[src/rtl/sort_swap_unit.sv]
// Compare-and-swap engine: reads two words from a single-port synchronous memory,
// compares them and writes them back exchanged when they are out of order.
module sort_swap_unit #(
    parameter int DATAWIDTH = 32,
    parameter int ADDRWIDTH = 5,
    parameter int ASCEND    = 1
) (
    input  logic                 Clk,
    input  logic                 Rst,
    input  logic                 start,
    input  logic [ADDRWIDTH-1:0] a,
    input  logic [ADDRWIDTH-1:0] b,
    input  logic [DATAWIDTH-1:0] mem_rdata,
    output logic [ADDRWIDTH-1:0] mem_addr,
    output logic [DATAWIDTH-1:0] mem_wdata,
    output logic                 mem_we,
    output logic                 busy,
    output logic                 done,
    output logic                 swapped
);

    typedef enum logic [2:0] {
        S_IDLE,
        S_RD_A,
        S_RD_B,
        S_CMP,
        S_WR_A,
        S_WR_B,
        S_DONE
    } state_t;

    state_t                 r_state;
    state_t                 w_next;
    logic [ADDRWIDTH-1:0]   r_a;
    logic [ADDRWIDTH-1:0]   r_b;
    logic [DATAWIDTH-1:0]   r_val_a;
    logic [ADDRWIDTH-1:0]   r_mem_addr;
    logic [DATAWIDTH-1:0]   r_mem_wdata;
    logic                   r_swapped;
    logic                   w_swap;

    // In CMP the second operand is still on mem_rdata; the first is in r_val_a.
    assign w_swap = (r_a != r_b) &&
                    ((ASCEND != 0) ? (r_val_a > mem_rdata) : (r_val_a < mem_rdata));

    always_comb begin
        // NOTE: default first so every path assigns w_next and no latch is inferred.
        w_next = r_state;
        case (r_state)
            S_IDLE:  if (start) w_next = S_RD_A;
            S_RD_A:  w_next = S_RD_B;
            S_RD_B:  w_next = S_CMP;
            S_CMP:   w_next = w_swap ? S_WR_A : S_DONE;
            S_WR_A:  w_next = S_WR_B;
            S_WR_B:  w_next = S_DONE;
            S_DONE:  w_next = S_IDLE;
            default: w_next = S_IDLE;
        endcase
    end

    always_ff @(posedge Clk or negedge Rst) begin
        // NOTE: non-blocking assignments for all state so every register samples pre-edge values.
        if (!Rst) begin
            r_state <= S_IDLE;
        end else begin
            r_state <= w_next;
        end
    end

    // Address and write data are loaded one state early so they are registered
    // outputs that are already valid throughout the state that uses them.
    always_ff @(posedge Clk or negedge Rst) begin
        if (!Rst) begin
            r_a         <= '0;
            r_b         <= '0;
            r_val_a     <= '0;
            r_mem_addr  <= '0;
            r_mem_wdata <= '0;
            r_swapped   <= 1'b0;
        end else begin
            case (r_state)
                S_IDLE: begin
                    if (start) begin
                        r_a        <= a;
                        r_b        <= b;
                        r_swapped  <= 1'b0;
                        r_mem_addr <= a;
                    end
                end
                S_RD_A: r_mem_addr <= r_b;
                S_RD_B: r_val_a <= mem_rdata;
                S_CMP: begin
                    if (w_swap) begin
                        r_mem_addr  <= r_a;
                        r_mem_wdata <= mem_rdata;
                    end
                end
                S_WR_A: begin
                    r_swapped   <= 1'b1;
                    r_mem_addr  <= r_b;
                    r_mem_wdata <= r_val_a;
                end
                default: ;
            endcase
        end
    end

    // Strobes decode from state so an asynchronous reset removes them at once.
    assign mem_we    = (r_state == S_WR_A) || (r_state == S_WR_B);
    assign busy      = (r_state != S_IDLE);
    assign done      = (r_state == S_DONE);
    assign mem_addr  = r_mem_addr;
    assign mem_wdata = r_mem_wdata;
    assign swapped   = r_swapped;

endmodule

[config.mk]
export PLATFORM = sky130hd
export DESIGN_NAME = sort_swap_unit
export DESIGN_NICKNAME = d
export VERILOG_FILES = /design/src/rtl/sort_swap_unit.sv
export SDC_FILE = /design/constraint.sdc
export NUM_CORES = 1
export LEC_CHECK = 0
export ABC_AREA = 1
export BUFFER_PORTS_ARGS = -buffer_cell sky130_fd_sc_hd__buf_2
export CAP_MARGIN = 25
export CORE_MARGIN = 2
export CORE_UTILIZATION = 35
export DETAILED_ROUTE_END_ITERATION = 8
export PLACE_DENSITY = 0.54
export RECOVER_POWER = 25
export SETUP_SLACK_MARGIN = 0.4
export SLEW_MARGIN = 25
export SYNTH_ARGS = -nofsm -noshare
export SYNTH_HDL_FRONTEND = slang
export SYNTH_SLANG_ARGS = --single-unit
export TNS_END_PERCENT = 30
[constraint.sdc]
create_clock -name Clk -period 2.5 [get_ports Clk]
set_clock_uncertainty 0.1 [all_clocks]
set_input_delay 0.125 -clock Clk [delete_from_list [all_inputs] [get_ports Clk]]
set_output_delay 0.125 -clock Clk [all_outputs]
set_load 0.03 [all_outputs]
# Yosys cells after proc, flatten, opt, wreduce, memory -nomap -nowiden
# Index checks and enable logic that the tools add are counted.
# Widths: inputs -> output; s select.
# word_totals
reg_bits	83
output_inout_bits	41
elab_cells	39
# op_classes
muxes	10
n_reduce_logical	12
eq_ne	9
n_lt_le_gt_ge	1
# op_table
operator	n
$pmux 32 s2	1
$gt 32x32->1	1
$mux 32	1
$pmux 3 s6	1
$pmux 5 s3	1
$mux 5	2
$eq 3x3->1 const B	3
$eq 3x2->1 const B	2
$reduce_and 2->1	3
$reduce_bool 3->1	2
$ne 5x5->1	1
$ne 2x2->1 const B	2
$reduce_bool 2->1	2
$eq 3x1->1 const B	1
$logic_not 3->1	1
$mux 3	1
$reduce_and 3->1	1
$mux 2	1
$pmux 1 s2	1
$reduce_or 2->1	1
$logic_and 1x1->1	1
$logic_or 1x1->1	1
$mux 1	1

# Depth between registers and ports, before layout
# depth
ltp_word	4
ltp_mapped	18
depth_no_buf	18

# Least setup slack after synthesis
# Ideal clock, no wire load.
# synth_timing
kind	flip-flop to flip-flop
start	register r_val_a[31]
end	register r_mem_wdata[10], in the netlist mem_wdata[10]
arrival_ns	1.586
path_slack_ns	0.697
required_time_ns	2.283
path_buffers	1
setup_ns	0.117
path_stages_with_launch	14
path_cell_list	dfrtp_1 -> ha_1 -> nand2_1 -> nor2_2 -> nand2_1 -> nor2_1 -> nand2_1 -> nand2_1 -> inv_2 -> nand3_4 -> nand2_4 -> buf_6 -> nand2_1 -> nand2_1
# synth_via
elab_chain_len	4
# synth_rtl
element	line	rtl
from (decl)	36	logic [DATAWIDTH-1:0] r_val_a;
from (signal assigned)	91	S_RD_B: r_val_a <= mem_rdata;
$gt 32x32->1	44	((ASCEND != 0) ? (r_val_a > mem_rdata) : (r_val_a < mem_rdata));
$logic_and 1x1->1	43	assign w_swap = (r_a != r_b) &&
$ne 2x2->1 (no line)	-	
$reduce_and 2->1 (no line)	-	
to (signal assigned)	95	r_mem_wdata <= mem_rdata;
to (signal assigned)	101	r_mem_wdata <= r_val_a;
to (decl)	38	logic [DATAWIDTH-1:0] r_mem_wdata;
# Every way passes these cells.
# A chain may end at the register's enable or synchronous reset.

# Final worst setup path
# layout_timing
start	register r_val_a[15]
end	register r_mem_wdata[27], in the netlist mem_wdata[27]
# Same word-level chain as after synthesis.

==> impl_metrics.xml <==
<?xml version="1.0" encoding="UTF-8"?>
<metrics>
  <group name="outcome">
    <metric name="outcome" unit="">finished, violations left</metric>
    <metric name="failed_checks" unit="">negative hold slack</metric>
  </group>
  <group name="grt">
    <metric name="grt-ovfl-total" unit="">0</metric>
    <metric name="grt_max_degree" unit="">64</metric>
    <metric name="groute.usage.overall" unit="">0.1688</metric>
    <metric name="grt_first_pass_wirelength" unit="um">18770</metric>
    <metric name="grt_antenna_before_repair" unit="">0</metric>
    <metric name="number_of_global_route_vias_before_repair" unit="">3862</metric>
  </group>
  <group name="timing">
    <metric name="drv_slew" unit="">0</metric>
    <metric name="max_freq" unit="MHz">466.7</metric>
    <metric name="timing.final.hold_violations" unit="">1</metric>
    <metric name="grt_setup_unrepaired" unit="">true</metric>
    <metric name="shortest_period_the_worst_path_allows" unit="ns">2.143</metric>
    <metric name="final-setup-viol-count" unit="">0</metric>
    <metric name="worst_slew_margin_rel" unit="">0.05548</metric>
    <metric name="post-route-period-util" unit="">0.8570</metric>
    <metric name="layout_setup_ws" unit="ns">0.3575</metric>
    <metric name="fin_setup_tns" unit="ns">0</metric>
    <metric name="tightestPinTransition" unit="ns">1.417</metric>
    <metric name="fin_worst_hold_slack" unit="ns">-0.004586</metric>
  </group>
  <group name="synth">
    <metric name="synth_seq_area_share" unit="">0.4592</metric>
    <metric name="ys.warnings.count" unit="">0</metric>
    <metric name="yosysTopAreaCellShare" unit="">0.4592</metric>
    <metric name="ys.flop_type" unit="">sky130_fd_sc_hd__dfrtp_1</metric>
    <metric name="synth_top_cells_by_count" unit="">sky130_fd_sc_hd__nand2_1 (205), sky130_fd_sc_hd__dfrtp_1 (83), sky130_fd_sc_hd__o21ai_0 (68), sky130_fd_sc_hd__inv_1 (52), sky130_fd_sc_hd__nand3_1 (43)</metric>
    <metric name="synthesis.area" unit="um2">4523</metric>
    <metric name="synth_top_area_cell" unit="">sky130_fd_sc_hd__dfrtp_1</metric>
    <metric name="async_flop_share" unit="">1.000</metric>
    <metric name="synth_edf_count" unit="">0</metric>
    <metric name="synth_register_bits" unit="">83</metric>
    <metric name="synth_cell_type_count" unit="">30</metric>
    <metric name="syn_area_per_cell" unit="um2">7.866</metric>
    <metric name="syn_inst" unit="">575</metric>
    <metric name="cells_taking_the_most_area_after_synthesis" unit="">sky130_fd_sc_hd__dfrtp_1 (46%), sky130_fd_sc_hd__nand2_1 (17%), sky130_fd_sc_hd__ha_1 (8.9%)</metric>
    <metric name="mappedNetlistNets" unit="">652</metric>
    <metric name="post-synth-top-count-cell" unit="">sky130_fd_sc_hd__nand2_1</metric>
  </group>
  <group name="setup_path">
    <metric name="critPathLaunchType" unit="">flip-flop</metric>
    <metric name="type_of_the_worst_setup_path" unit="">reg -&gt; reg</metric>
    <metric name="cp_data_required_time" unit="ns">2.63</metric>
    <metric name="crit_path_max_fanout" unit="">8</metric>
    <metric name="slowest_stage" unit="">sky130_fd_sc_hd__dfrtp_1</metric>
    <metric name="timing.critical_path.mode_cell" unit="">sky130_fd_sc_hd__nand2_1</metric>
    <metric name="critical_path_arrival" unit="ns">2.28</metric>
    <metric name="path_cells" unit="">ha_1 &gt; a21oi_1 &gt; o21ai_0 &gt; a21oi_1 &gt; nand2_1 &gt; nand2_1 &gt; nand2_2 &gt; nand3_4 &gt; buf_12 &gt; nand2_4 &gt; nand2_1 &gt; nand2_1</metric>
    <metric name="slowest_stage_delay_cp" unit="ns">0.40</metric>
    <metric name="worstSetupEndpointType" unit="">flip-flop</metric>
  </group>
  <group name="finish">
    <metric name="drive_gt1_frac" unit="">0.2325</metric>
    <metric name="syn2layout_area_growth" unit="%">33.72</metric>
    <metric name="filler_cell_count" unit="">1268</metric>
    <metric name="design.final.nets" unit="">773</metric>
    <metric name="finish.utilization" unit="">0.4793</metric>
    <metric name="antenna_cells_inserted" unit="">0</metric>
  </group>
  <group name="route">
    <metric name="vias" unit="">4103</metric>
    <metric name="dr.pass1.iters" unit="">4</metric>
    <metric name="met2_wirelength" unit="um">5395</metric>
    <metric name="detail_route.wirelength.met1" unit="um">5716</metric>
    <metric name="post_drt_wl_per_cell" unit="um">13.51</metric>
    <metric name="drt.antenna.violating_nets" unit="">0</metric>
    <metric name="detailroute.wirelength.met3" unit="um">468</metric>
    <metric name="vias_per_cell" unit="">4.700</metric>
    <metric name="first_iter_violations" unit="">276</metric>
    <metric name="routed.top_layer" unit="">met4</metric>
    <metric name="drt_drc_violations_left" unit="">0</metric>
    <metric name="wl" unit="um">11790</metric>
  </group>
  <group name="placed_design">
    <metric name="dp_hpwl" unit="um">7362</metric>
    <metric name="port_buffers" unit="">85</metric>
    <metric name="dp_worst_setup_slack" unit="ns">0.2481</metric>
    <metric name="globalplace.congestion" unit="">0.7918</metric>
  </group>
  <group name="floorplan">
    <metric name="start_util" unit="">0.3584</metric>
    <metric name="core_area" unit="um2">12620</metric>
    <metric name="die_w" unit="um">117.7</metric>
    <metric name="top_level_ports" unit="">86</metric>
    <metric name="rows" unit="">41</metric>
    <metric name="die-area" unit="um2">13850</metric>
    <metric name="chipHeight" unit="um">117.7</metric>
  </group>
  <group name="job">
    <metric name="timing.max_cap.violations" unit="">0</metric>
  </group>
  <group name="clock_network">
    <metric name="clkTransAtPathRegs" unit="ns">0.06</metric>
    <metric name="cts_root_buf" unit="">sky130_fd_sc_hd__clkbuf_16</metric>
    <metric name="numCtsBuffers" unit="">9</metric>
    <metric name="htreeDepth" unit="">3</metric>
    <metric name="clk-insertion-delay-late" unit="ns">0.34</metric>
    <metric name="cts_num_sinks" unit="">83</metric>
    <metric name="max-clock-path-buffers" unit="">2</metric>
    <metric name="tritoncts" unit="">built</metric>
  </group>
  <group name="pwr">
    <metric name="static-leakage-power" unit="nW">3.152</metric>
    <metric name="vdd_drop_max" unit="mV">0.5126</metric>
    <metric name="powerDensity" unit="nW/um2">1266</metric>
  </group>
  <group name="hold_path">
    <metric name="worstHoldPathType" unit="">in -&gt; reg</metric>
  </group>
</metrics>
-- placed cells by master (no fill, tap or decap), drive strengths merged, types with 2 or more instances in the layout --
| cell type | instances |
|---|---|
| nor2 | 20 |
| o21ai | 78 |
| nand3 | 45 |
| xor2 | 2 |
| a21oi | 13 |
| dfrtp | 83 |
| ha | 32 |
| clkbuf | 14 |
| buf | 94 |
| nand4 | 2 |
| xnor2 | 2 |
| nand2 | 211 |
| clkinv | 3 |
| a22oi | 5 |
| dlygate4sd3 | 32 |
| inv | 58 |
-- final timing paths --
check / start / end / slack (ns) / cells after the start
worst max-delay path: r_val_a[15] / mem_wdata[27] / 0.36 / 12
worst max register to register: r_val_a[15] / mem_wdata[27] / 0.36 / 12
max in group asynchronous: Rst / r_a[3] / 0.51 / 3
worst min register to register: mem_addr[3] / mem_addr[3] / 0.37 / 2
min in group asynchronous: Rst / mem_wdata[17] / 0.54 / 2
worst min-delay path: mem_rdata[19] / r_val_a[19] / -0.005 / 3
-- metal layers --
metal / up-vias / global-route usage
met2: 85 / 0.2671
met5: - / 0
met1: 1907 / 0.2295
met3: 14 / 0.02907
li1: 2097 / -
met4: 0 / 0.06852
-- through the flow --
step           hold WS, ns  total power [mW]  std cells  area (um2)
2_1_floorplan      -0.2706             5.018        575        4523
3_3_place_gp      -0.04848             5.816        813        5081
3_5_place_dp      -0.04014             5.893        813        5081
4_1_cts           -0.04039             7.351        863        5733
5_1_grt            0.02304             8.335        873        6048
6_report         -0.004586             7.660        873        6048
-- power by group --
| part | total, mW | switching (mW) | internal [mW] |
|---|---|---|---|
| combinational | 3.81 | 2.46 | 1.35 |
| clock | 1.34 | 0.542 | 0.796 |
| sequential | 2.51 | 0.494 | 2.02 |
-- critical path, delay by kind of cell, from the launching register on --
family | cells | cell delay [ns]
simple gates | 7 | 0.64
flops | 1 | 0.40
fa+ha+maj | 1 | 0.30
compound gates | 3 | 0.42
buf+inv | 1 | 0.17
-- registers in the layout (all words and copies together), names as in the netlist --
register   cells
mem_wdata     32
r_state        3
r_a            5
swapped        1
r_b            5
r_val_a       32
mem_addr       5
-- timing repair --
item | CTS | global route
setup endpoints to repair | 38 | 37
buffers inserted | 1 | 5
endpoints found under the hold margin | 79 | 0
gates resized for setup | 4 | 42
pin swaps | 1 | 20
hold buffers | 32 | 0
cloned | 1 | 5
-- cells by family (layout without fill, tap and decap cells) --
| kind of cell | Yosys count | after routing | share of synthesized area |
|---|---|---|---|
| buf+inv | 81 | 203 | 0.07635 |
| flops | 83 | 83 | 0.4592 |
| fa+ha+maj | 32 | 32 | 0.08852 |
| simple gates | 275 | 279 | 0.2515 |
| xor+xnor | 4 | 4 | 0.007747 |
| compound gates | 100 | 100 | 0.1167 |
-- area by class of cell --
cell class                      instances  area (um2)  area share
Clock buffer                           11       242.7     0.04013
Clock inverter                          5       52.55    0.008688
Inverter                               58       222.7     0.03682
Multi-Input combinational cell        415        2330      0.3852
Sequential cell                        83        2077      0.3434
Tap cell                              172       215.2     0.03558
Timing Repair Buffer                  129       908.4      0.1502
No activity file was read; power rests on OpenSTA's default activity.
